==> src/rtl/jet_class_argmax.sv <==
// Sequential argmax over one captured vector of NCLASS signed logits, one compare per cycle.
// Optional second-best tracking and top1-top2 margin output: define JET_ARGMAX_MARGIN_EN.
module jet_class_argmax #(
   parameter int WIDTH  = 27,
   parameter int NCLASS = 5,
   parameter int IDXW   = $clog2(NCLASS)
) (
   input  logic                     clk,
   input  logic                     reset_n,
   input  logic                     in_valid,
   output logic                     in_ready,
   input  logic [NCLASS*WIDTH-1:0]  logits_i,
   output logic                     out_valid,
   input  logic                     out_ready,
   output logic [IDXW-1:0]          class_o,
   output logic [WIDTH-1:0]         max_o,
`ifdef JET_ARGMAX_MARGIN_EN
   output logic [WIDTH:0]           margin_o,
`endif
   output logic [1:0]               dbg_state_o
);

   // Handshakes: a transfer happens on a rising edge where valid && ready are both high.
   // in_ready and out_valid decode the state register only, so there is no input-to-output path.
   localparam logic [1:0] ST_IDLE = 2'd0;
   localparam logic [1:0] ST_SCAN = 2'd1;
   localparam logic [1:0] ST_DONE = 2'd2;

   logic [1:0]                r_state;
   logic signed [WIDTH-1:0]   r_logit [NCLASS];
   logic signed [WIDTH-1:0]   r_best;
   logic [IDXW-1:0]           r_best_idx;
   logic [IDXW-1:0]           r_cnt;
   logic [IDXW-1:0]           r_class;
   logic [WIDTH-1:0]          r_max;

   logic signed [WIDTH-1:0]   w_cur;
   logic                      w_gt;
   logic                      w_last;
   logic signed [WIDTH-1:0]   w_nxt_best;
   logic [IDXW-1:0]           w_nxt_idx;

   always_comb begin
      w_cur      = r_logit[r_cnt];
      w_gt       = (w_cur > r_best);
      w_last     = (r_cnt == IDXW'(NCLASS - 1));
      w_nxt_best = w_gt ? w_cur : r_best;
      w_nxt_idx  = w_gt ? r_cnt : r_best_idx;
   end

   always_ff @(posedge clk or negedge reset_n) begin
      if (!reset_n) begin
         r_state    <= ST_IDLE;
         r_best     <= '0;
         r_best_idx <= '0;
         r_cnt      <= '0;
         r_class    <= '0;
         r_max      <= '0;
         for (int k = 0; k < NCLASS; k++) begin
            r_logit[k] <= '0;
         end
      end else begin
         case (r_state)
            ST_IDLE: begin
               if (in_valid) begin
                  for (int k = 0; k < NCLASS; k++) begin
                     r_logit[k] <= logits_i[k*WIDTH +: WIDTH];
                  end
                  r_best     <= logits_i[WIDTH-1:0];
                  r_best_idx <= '0;
                  r_cnt      <= IDXW'(1);
                  r_state    <= ST_SCAN;
               end
            end
            ST_SCAN: begin
               // Strictly-greater replace keeps the lowest index on ties.
               r_best     <= w_nxt_best;
               r_best_idx <= w_nxt_idx;
               if (w_last) begin
                  r_class <= w_nxt_idx;
                  r_max   <= w_nxt_best;
                  r_state <= ST_DONE;
               end else begin
                  r_cnt <= r_cnt + IDXW'(1);
               end
            end
            ST_DONE: begin
               if (out_ready) begin
                  r_state <= ST_IDLE;
               end
            end
            default: begin
               r_state <= ST_IDLE;
            end
         endcase
      end
   end

`ifdef JET_ARGMAX_MARGIN_EN
   logic signed [WIDTH-1:0]   r_second;
   logic [WIDTH:0]            r_margin;
   logic signed [WIDTH-1:0]   w_nxt_second;
   logic signed [WIDTH:0]     w_margin;

   // A demoted best becomes second; otherwise a logit that beats second (tie with best included) takes it.
   always_comb begin
      if (w_gt) begin
         w_nxt_second = r_best;
      end else if (w_cur > r_second) begin
         w_nxt_second = w_cur;
      end else begin
         w_nxt_second = r_second;
      end
      w_margin = {w_nxt_best[WIDTH-1], w_nxt_best} - {w_nxt_second[WIDTH-1], w_nxt_second};
   end

   always_ff @(posedge clk or negedge reset_n) begin
      if (!reset_n) begin
         r_second <= '0;
         r_margin <= '0;
      end else begin
         if (r_state == ST_IDLE && in_valid) begin
            r_second <= {1'b1, {(WIDTH-1){1'b0}}};
         end else if (r_state == ST_SCAN) begin
            r_second <= w_nxt_second;
            if (w_last) begin
               r_margin <= w_margin;
            end
         end
      end
   end

   assign margin_o = r_margin;
`endif

   assign in_ready    = (r_state == ST_IDLE);
   assign out_valid   = (r_state == ST_DONE);
   assign class_o     = r_class;
   assign max_o       = r_max;
   assign dbg_state_o = r_state;

endmodule

==> config.mk <==
export PLATFORM = sky130hd
export DESIGN_NAME = jet_class_argmax
export DESIGN_NICKNAME = d
export VERILOG_FILES = /design/src/rtl/jet_class_argmax.sv
export SDC_FILE = /design/constraint.sdc
export NUM_CORES = 1
export LEC_CHECK = 0
export CAP_MARGIN = 10
export CORE_AREA = 10 10 154 128
export CTS_BUF_LIST = sky130_fd_sc_hd__clkbuf_4 sky130_fd_sc_hd__clkbuf_8
export CTS_CLUSTER_DIAMETER = 50
export DETAILED_ROUTE_END_ITERATION = 12
export DIE_AREA = 0 0 164 138
export PLACE_DENSITY = 0.87
export SLEW_MARGIN = 10
export SYNTH_ARGS = -nofsm -noshare
export SYNTH_HDL_FRONTEND = slang
export SYNTH_SLANG_ARGS = --single-unit
==> constraint.sdc <==
create_clock -name clk -period 5.3 [get_ports clk]
set_input_delay 0.795 -clock clk [delete_from_list [all_inputs] [get_ports clk]]
set_output_delay 0.795 -clock clk [all_outputs]
set_load 0.02 [all_outputs]
After elaboration in Yosys (flattened, before gate mapping)

Index checks and enable logic that the tools add are counted.

Add/sub/neg operators: 1
$lt $le $gt $ge: 2
Equality and inequality tests: 7
Mux-type cells: 16
Bitwise gates (word level): 1
Reduce and logical (&&, ||, !) cells: 7

Operator list:

| kind                                                  | count |
|---|---|
| 2-to-1 mux 27 bit                                     | 4 |
| binary-select mux 27 bit (select 3 bit)               | 1 |
| one-hot mux 27 bit (2 select lines)                   | 1 |
| > comparator 27 bit                                   | 1 |
| 2-to-1 mux 3 bit                                      | 4 |
| one-hot mux 3 bit (2 select lines)                    | 2 |
| 2-to-1 mux 2 bit                                      | 3 |
| inequality test 2 bit, second input constant          | 3 |
| one-hot mux 2 bit (3 select lines)                    | 1 |
| AND reduction 2 bit                                   | 3 |
| AND reduction 3 bit                                   | 2 |
| >= comparator 4 bit, second input constant            | 1 |
| inverter 3 -> 4 bit                                   | 1 |
| adder 3 x 1 -> 3 bit, second input constant           | 1 |
| equality test 3 bit, second input constant            | 1 |
| equality test 2 x 1 -> 1 bit, second input constant   | 1 |
| equality test 2 bit, second input constant            | 1 |
| logical NOT 2 bit                                     | 1 |
| inequality test 2 x 1 -> 1 bit, second input constant | 1 |
| nonzero test 2 bit                                    | 1 |

Bits in registers: 200
Input port bits: 139
Output and inout port bits: 34
Word-level logic and storage cells: 45

Longest topological paths before layout

Depth after elaboration: 7
Mapped depth: 17
Gate-level depth less buffers: 13

Least setup slack after synthesis

OpenSTA, ideal clock, no wires.

Kind: reg2reg
Start: register r_cnt[0]
End: register r_best[16]
Library setup time: 126 ps
Arrival time: 3468 ps
Slack: 1706 ps
Stages on the path, launching flop included: 14
Buffers on the path: 4
Clock period less this slack: 3594 ps
Cells stage by stage: dfrtp_1 > clkbuf_1 > buf_2 > buf_1 > mux2i_1 > o22ai_1 > ha_1 > nand4_1 > a2111oi_0 > a211oi_2 > a31oi_4 > a21oi_2 > buf_4 > a221o_1

Longest elaborated chain between the ends: 7

Ends and longest elaborated chain:

| what                                                     | line | text |
|---|---|---|
| start: declaration                                       | 33   | `logic [IDXW-1:0] r_cnt;` |
| start signal: assignment                                 | 84   | `r_cnt <= r_cnt + IDXW'(1);` |
| inverter 3 -> 4 bit (not written as such) (*)            | 44   | `w_cur = r_logit[r_cnt];` |
| binary-select mux 27 bit (select 3 bit) (*)              | 44   |  |
| 2-to-1 mux 27 bit (not written as such) (*) (2 in a row) | 44   |  |
| > comparator 27 bit                                      | 45   | `w_gt = (w_cur > r_best);` |
| 2-to-1 mux 27 bit (*)                                    | 47   | `w_nxt_best = w_gt ? w_cur : r_best;` |
| one-hot mux 27 bit (2 select lines) (*)                  | 63   | `case (r_state)` |
| end signal: assignment                                   | 69   | `r_best <= logits_i[WIDTH-1:0];` |
| end signal: assignment                                   | 77   | `r_best <= w_nxt_best;` |
| end: declaration                                         | 31   | `logic signed [WIDTH-1:0] r_best;` |

Mark *: on every way between the ends. The rest lies on a longest branch, timed or not. The select of a mux whose other input is x is not followed.
A chain may end at the register's enable or synchronous reset.

Worst setup path in the final report

Start: register r_cnt[2]
End: register r_best[21]

Same word-level chain as after synthesis.

==> results.json <==
{
  "status": "finished clean",
  "critPathBufInv": 3,
  "cts_made_buffers": 17,
  "whs_ns": 0.3416,
  "worstRegToRegCells": 14,
  "synth_top_area_share_pct": 52.12,
  "worst_path_max_delay_cell": "a21oi_4",
  "ir_drop_uv": 441.6,
  "fin_ws_ns": 0.9538,
  "slew_viol_final": 0,
  "setup_viol_count_final": 0,
  "cp_common_cell": "buf_4",
  "drc_errors": 0,
  "hold_violations": 0,
  "fin_util_pct": 70.95,
  "synth_area_leaders": "dfrtp_1, mux2_2, mux2i_1",
  "startpoint_type": "flop",
  "crit_required_ns": 5.70,
  "dp_slack_ns": 1.036,
  "htreeDepth": 4,
  "drv_cap": 0,
  "cp-end-kind": "flop",
  "crit_start": "r_cnt[2]",
  "cts_setup_buffers": 0,
  "synthArstFlopShare_pct": 100.0,
  "worstPathArrival_ns": 4.75,
  "syn_to_final_growth_pct": 24.01,
  "vias": 7001,
  "post_route_cells_drive_above_1_share_pct": 20.21,
  "grt_use_total_pct": 21.38,
  "grt_pass1_vias": 7263,
  "synth_top_flop_cell": "dfrtp_1",
  "yosys_warnings": 0,
  "die_area_um2": 22630,
  "power_density_nw_per_um2": 702.0,
  "worst-setup-path-type": "reg -> reg",
  "path_clk_slew_ns": 0.09,
  "fin_skew_ns": 0.01247,
  "syn_area_per_cell_um2": 11.94,
  "wl_um": 24440,
  "core_area_um2": 16790,
  "multi_input_area_um2": 4238,
  "layout.nets": 1121,
  "grt_max_degree": 119,
  "fmax_mhz": 230.1,
  "yosysTopAreaCell": "dfrtp_1",
  "post-dp-hpwl_um": 17380,
  "crit_family": "compound AO/OA/AOI/OAI gates",
  "worstMarginPinSlew_ns": 1.064,
  "synth-seq-cells": 200,
  "finalCritPeriodShare_pct": 82.00,
  "synth_edf_count": 0,
  "cts_tree": "done",
  "final_cell_mix": "dfrtp_1, clkdlybuf4s50_1, mux2_2",
  "cts_buffer_depth": 2,
  "grt-ovfl-total": 0,
  "gp_congestion": 0.8678,
  "placementRows": 43,
  "antenna_found_initial": 1,
  "clk_latency_ns": 0.47,
  "start_util_pct": 57.21,
  "nFillCells": 1186,
  "synthesis.area_um2": 9603,
  "drtAntennaViolNets": 0,
  "crit_fanout": 34,
  "final_common_cell": "dfrtp_1",
  "p_total_mw": 8.360,
  "synth_fp_nets": 972,
  "p_leak_nw": 5.059,
  "cts-resized-gates": 0,
  "tns_ns": 0,
  "synth_cell_type_count": 42,
  "grt_first_pass_wirelength_um": 38900,
  "drt_iter0_drc": 557,
  "r2r_slack_ns": 0.95,
  "die-width_um": 164,
  "yosysSeqAreaShare_pct": 52.12,
  "post_drt_via_cell_ratio": 5.878,
  "rr_startpoint": "r_cnt[2]",
  "die_h_um": 138,
  "r2r_end": "r_best[21]",
  "worstPathCellList": "buf_4 > nor2_2 > buf_4 > a21oi_1 > o22ai_1 > ha_1 > a211o_1 > o211ai_1 > o2111ai_1 > a211oi_2 > a31oi_4 > buf_4 > a21oi_4 > a221o_1",
  "max_slew_margin_pct": 29.01,
  "port-buffer-count": 172,
  "synth_cells": 804,
  "post_drt_wl_per_cell_um": 20.52,
  "io_pins": 173,
  "cts_num_sinks": 200,
  "dr.pass1.iters": 5,
  "hold_buffers": 0,
  "min_path_type": "in -> async",
  "fin_crit_ns": 4.346,
  "ff_latch_area_um2": 5007,
  "slowest_delay_ns": 0.71,
  "rsz0062_at_grt": "false",
  "cts_root_buf": "clkbuf_8"
}
[logic make-up (layout without fill, tap and decap cells)]
group | after synthesis | in the layout | synth area share, %
fa+ha+maj | 29 | 29 | 3.779
compound gates | 144 | 144 | 11.13
flops | 200 | 200 | 52.12
mux | 191 | 191 | 21.80
buf+inv | 95 | 256 | 3.987
simple gates | 145 | 145 | 7.192
other cells | 0 | 1 | 0
[per-stage QoR]
stage                     cells  cell area [um2]
after floorplan             804             9603
after global placement     1159            11550
after detailed placement   1159            11550
after CTS                  1190            11910
after global routing       1191            11910
final                      1191            11910
[Yosys cell counts, drive strengths merged, types with 2 or more instances]
cell      n
a211o     3
a21o      3
a21oi    41
a221o    27
and2     28
buf      15
clkbuf   44
dfrtp   200
ha       29
inv      36
mux2    135
mux2i    55
nand2    35
nand3    33
nand4     6
nor2     35
o21ai     4
o22ai    26
o311ai   26
o31ai     4
or2       2
[report_power, final]
group          internal [mW]  switching [mW]  total, mW
registers               2.32           0.520       2.84
logic                   2.07            2.55       4.62
clock network          0.378           0.527      0.905
total                   4.77            3.59       8.36
[worst max-delay path by stage]
stage                 endpoint  depth (start not counted)  slack [ns]
floorplan           r_best[16]                         13        1.71
global placement     r_best[6]                         14        1.18
detailed placement   r_best[5]                         14        1.04
CTS                 r_best[21]                         14         1.0
global route        r_best[23]                         14        0.72
finish              r_best[21]                         14        0.95
[sequential cells by signal (all words and copies together) (netlist names)]
signal / flops
r_logit: 135
max_o: 27
r_best: 27
class_o: 3
r_best_idx: 3
r_cnt: 3
dbg_state_o: 2
[routing by layer]
layer | global-route usage [%] | up-vias | share of wire, %
li1 | - | 3233 | -
met1 | 28.94 | 3491 | 44
met2 | 32.87 | 255 | 46
met3 | 6.261 | 22 | 8.2
met4 | 5.636 | 0 | 1.3
met5 | 0 | - | 0
[final cells by class]
class / instances / share of cell area (%)
clock inverter: 12 / 0.8825
timing repair buffer: 189 / 15.88
antenna: 1 / 0.02101
sequential: 200 / 42.05
tap: 225 / 2.364
multi-input combinational: 509 / 35.59
clock buffer: 19 / 2.091
inverter: 36 / 1.135
Note: power is estimated with default switching activity, not from simulation.
==> variant 1 (same settings) <==
Change the parameter `WIDTH` from 27 to 19.
--- a/src/rtl/jet_class_argmax.sv
+++ b/src/rtl/jet_class_argmax.sv
@@ -3,3 +3,3 @@
 module jet_class_argmax #(
-   parameter int WIDTH  = 27,
+   parameter int WIDTH  = 19,
    parameter int NCLASS = 5,
Interface: changed (resized logits_i and max_o); port bits go from 173 to 125. No check against the original RTL was run, so the function may have changed too.
==> variant 1 against the original RTL <==
  * Routed wire length down 27%
  * Setup slack worse by 0.036 ns
  * Critical path depth down 1
  * Largest cell class unchanged
  * Sequential power down 27%
  * Final area down 26%
  * Total power down 23%
  * Area after synthesis down 28%
  * Count of clock-buffer cells in the layout down 1
  * Sequential cell count down 56
  * Critical path type unchanged
  * Largest power group unchanged
  * Non-clock buffer count down 55
==> variant 1: results (changes against the original RTL) <==
[run_status]
status = completed  ; unchanged

[layout]
instances_no_fill = 934  ; was 1191
drive_above_1_share = 0.2076  ; was 0.2021
nNetsFinal = 815  ; was 1121
largest_register_ffs = 95  ; was 135

[routing]
finalWirelength_um = 17770  ; was 24440 um
viasPerCell = 5.251  ; was 5.878
drt_iter0_drc = 427  ; was 557

[placed_design]
io_buffers = 124  ; was 172
pre_cts_slack_ns = 1.009  ; was 1.036 ns
gp_congestion = 0.9020  ; was 0.8678
dp_cells = 901  ; was 1159

[power_and_ir_drop]
vdd_drop_max_mv = 0.3726  ; was 0.4416 mV
switching_power_mw = 2.658  ; was 3.593 mW
leakagePower_nw = 3.891  ; was 5.059 nW

[logic_synthesis]
post_synth_num_cell_types = 35  ; was 42
synthXorXnorAreaFrac = 0.001259  ; was 0
synth_area_leaders = dfrtp_1 52%, mux2_2 15%, mux2i_1 8.2%  ; was dfrtp_1 52%, mux2_2 16%, mux2i_1 5.7%
yosysSeqAreaShare = 0.5181  ; was 0.5212
synthAdderAreaFrac = 0.03778  ; was 0.03779
synth_compound_area_frac = 0.09660  ; was 0.1113
synthCells = 581  ; was 804
synthMuxAreaShare = 0.2391  ; was 0.2180

[clock_tree]
cts_buffer_depth = 2  ; unchanged
ctsResizeCount = 0  ; unchanged

[critical_path]
critPathMaxStageDelay_ns = 0.81  ; was 0.71 ns
cp_slowest_cell = dfrtp_1  ; was a21oi_4
ff2ff_path_depth = 13  ; was 14
cp_max_fo = 22  ; was 34

[global_route]
grt_max_degree = 107  ; was 119

[sta]
finalClockSkew_ns = 0.01346  ; was 0.01247 ns
slew_headroom = 0.3624  ; was 0.2901

[hold_path]
min_path_type = in -> async  ; unchanged

## variant 1: cell count changes in the layout (fill, tap and decap cells not counted), moves of 9 or more
cell and change:
a21oi_1 -9, and2_1 -28, and3_1 +19, clkdlybuf4s50_1 -48, dfrtp_1 -55, inv_1 -12, mux2_2 -40, nand3_1 -28
o21ai_0 +26, o311ai_0 -26
## variant 1: final timing paths
path / startpoint / endpoint / slack [ns]
max: r_cnt[2] / r_best[6] / 0.92
min: reset_n / r_logit[53] / 0.44
max reg2reg: r_cnt[2] / r_best[6] / 0.92
min reg2reg: max_o[10] / max_o[10] / 0.49
max in group asynchronous: reset_n / r_cnt[0] / 3.72
min in group clk: max_o[10] / max_o[10] / 0.49
## variant 1: kinds of logic after synthesis
logic type	Yosys count
buf+inv	63
flops	144
fa+ha+maj	21
simple gates	94
mux	153
xor+xnor	1
compound gates	105
## variant 1: power groups by stage
stage | logic [mW] | clock network, mW | registers, mW
5_1_grt | 3.75 | 1.02 | 2.13
3_5_place_dp | 3.40 | 0 | 2.07
4_1_cts | 3.41 | 0.967 | 2.06
6_report | 3.44 | 0.951 | 2.06
2_1_floorplan | 2.53 | 0 | 2.01
3_3_place_gp | 3.29 | 0 | 2.05
## variant 1: per-stage QoR
step                        util  hold slack, ns
after floorplan                -          0.4752
after global placement    0.4993          0.4551
after detailed placement  0.4993          0.4747
after CTS                 0.5253          0.4788
after global routing      0.5253          0.5164
final                     0.5255          0.4444
## variant 1: layer usage
| metal | up-vias | GRT usage | wire, um |
|---|---|---|---|
| met2 | 170 | 0.2252 | 7806 |
| li1 | 2320 | - | - |
| met3 | 22 | 0.06706 | 1454 |
| met5 | - | 0 | 10 |
| met1 | 2390 | 0.2165 | 8258 |
| met4 | 2 | 0.04039 | 236 |
## variant 1: worst reg2reg max path, delay by kind of cell, from the launching register on
kind,cells,cell delay (ns)
mux,1,0.22
buf+inv,2,0.71
fa+ha+maj,1,0.43
flops,1,0.81
simple gates,4,0.93
compound gates,5,1.23
## variant 1: final cells by class
cell class              count  area (um2)
fillers                  1474        7965
flip-flops and latches    144        3605
multi-input cells         374        3087
repair buffers            134        1318
well taps                 225       281.5
clock buffers              18       247.7
clock inverters            14       190.2
inverters                  24       90.09
diodes                      1       2.502
==> variant 2 (same settings) <==
Without the edit above. Put one more register stage on the output `dbg_state_o`. The value now appears one clock later. The other outputs are not delayed to match.
--- a/src/rtl/jet_class_argmax.sv
+++ b/src/rtl/jet_class_argmax.sv
@@ -139,3 +139,5 @@
    assign max_o       = r_max;
-   assign dbg_state_o = r_state;
+   always_ff @(posedge clk) begin
+      dbg_state_o <= r_state;
+   end
 
Behaviour: not the same (a bounded check fails within 4 cycles, from zero or initial values and one cycle with reset_n low).
==> variant 2 against the original RTL <==
  * Area after synthesis shrank 0.21%
  * Hold slack gained 0.013 ns
  * Final area grew 1.8%
  * Clock skew grew 0.0088 ns
  * Synthesized cell count grew 28%
  * Setup slack lost 0.064 ns
  * Sequential cell count grew 2
  * Routed wire length grew 10%
  * First-iteration DRC count grew 35%
  * Total power grew 5.1%
  * Highest routed layer unchanged
==> variant 2: results (changes against the original RTL) <==
[run_status]
status = completed  ; unchanged

[critical_path]
critPathMaxStageDelay_ns = 0.72
cp_max_fo = 27  ; was 34
critical-path-top-delay-family = compound AO/OA/AOI/OAI gates  ; unchanged
cp_slowest_cell = nor2_2  ; was a21oi_4
crit_arrival_ns = 4.90  ; was 4.75 ns

[layout]
nFillCells = 1191  ; was 1186
max_flop_register = r_logit  ; unchanged
drive_above_1_share = 0.06811  ; was 0.2021
largest_register_ffs = 135  ; unchanged
n_antenna_cell = 0  ; was 1
nNetsFinal = 1352  ; was 1121

[routing]
vias = 8120  ; was 7001
wl_per_cell_um = 18.81  ; was 20.52 um
drt-pass1-iter-count = 6  ; was 5
drt_iter0_drc = 754  ; was 557

[clock_tree]
cts-htree-levels = 1  ; was 4
ctsResizeCount = 0  ; unchanged
cts_buffer_depth = 3  ; was 2
postCtsSetupRepairBufs = 0  ; unchanged
numCtsBuffers = 31  ; was 17
clk_pin_slew_ns = 0.07  ; was 0.09 ns
cts_root_buffer = clkbuf_8  ; unchanged
clock_latency_ns = 0.55  ; was 0.47 ns

[global_route]
grt_max_degree = 108  ; was 119
grt_pass1_vias = 8296  ; was 7263
grt_use_total = 0.2290  ; was 0.2138
antenna_found_initial = 0  ; was 1
grt_first_pass_wirelength_um = 42900  ; was 38900 um

[logic_synthesis]
post_synth_num_cell_types = 36  ; was 42
ys_async_sr_fraction = 0.9901  ; was 1.000
synth_nets = 1200  ; was 972
yosysSeqAreaShare = 0.5264  ; was 0.5212
ys_warn_count = 0  ; unchanged
synth_area_leaders = dfrtp_1 52%, nand2_1 14%, mux2i_1 8.5%  ; was dfrtp_1 52%, mux2_2 16%, mux2i_1 5.7%
synthTopCellsByCount = 368 x nand2_1, 200 x dfrtp_1, 81 x mux2i_1  ; was 200 x dfrtp_1, 135 x mux2_2, 55 x mux2i_1

[sta]
finalClockSkew_ns = 0.02125  ; was 0.01247 ns
max_slew.worst_pin.slew_ns = 1.119  ; was 1.064 ns

[placed_design]
io_buffers = 172  ; unchanged
hpwl_um = 17980  ; was 17380 um
gp_congestion = 0.8390  ; was 0.8678

[power_and_ir_drop]
vdd_drop_max_mv = 0.4863  ; was 0.4416 mV
leakagePower_nw = 6.160  ; was 5.059 nW

[hold_path]
min_path_type = in -> async  ; unchanged

[variant 2: cell count changes after synthesis, moves of 26 or more]
cell / unedited run / this run
nand2_1: 35 / 368
mux2_2: 135 / 0
o21ai_0: 4 / 39
nand3_1: 33 / 2
and2_1: 28 / 0
and3_1: 1 / 28
mux2i_1: 55 / 81
o311ai_0: 26 / 0
[variant 2: final timing paths]
path                              from          end  slack (ns)  cells after the start
setup / recovery              r_cnt[2]   r_best[17]        0.89                     12
hold / removal                 reset_n  r_logit[28]        0.35                      1
setup reg to reg              r_cnt[2]   r_best[17]        0.89                     12
hold reg to reg            r_logit[64]  r_logit[64]        0.47                      2
max in group asynchronous      reset_n    max_o[21]        3.74                      2
min in group clk           r_logit[64]  r_logit[64]        0.47                      2
[variant 2: cell type report]
class	count	area (um2)	share of cell area
clock inverters	4	45.04	0.003716
multi-input cells	732	4193	0.3459
flip-flops and latches	202	5047	0.4164
clock buffers	49	599.3	0.04944
inverters	32	120.1	0.009909
well taps	225	281.5	0.02322
repair buffers	185	1836	0.1514
[variant 2: per-layer routing]
metal | up-vias | track usage | routed length, um
li1 | 3776 | - | -
met1 | 3890 | 0.2994 | 11070
met2 | 400 | 0.3728 | 12740
met3 | 54 | 0.05134 | 2429
met4 | 0 | 0.06576 | 644
met5 | - | 0 | 0
[variant 2: logic make-up (layout without fill, tap and decap cells)]
logic type	Yosys count	after routing	synth area share
buffers and inverters	98	270	0.03982
AOI/OAI and AO/OA	171	171	0.1187
adders and majority gates	29	29	0.03786
and+or+nand+nor	450	450	0.1902
DFF	202	202	0.5264
muxes	82	82	0.08696
[variant 2: per-stage QoR]
step	util	instance area [um2]	worst slack [ns]	power, mW	cells
6_report	0.7221	12120	0.8897	8.789	1429
5_1_grt	0.7221	12120	0.6176	9.358	1429
4_1_cts	0.7218	12120	0.5426	8.735	1429
3_5_place_dp	0.6834	11470	0.6068	7.334	1376
3_3_place_gp	0.6834	11470	0.7872	7.143	1376
2_1_floorplan	-	9583	1.781	5.876	1032
[variant 2: power by group]
group / internal (mW) / switching, mW
sequential: 2.28 / 0.497
combinational: 1.93 / 2.73
clock: 0.759 / 0.590
total: 4.97 / 3.82
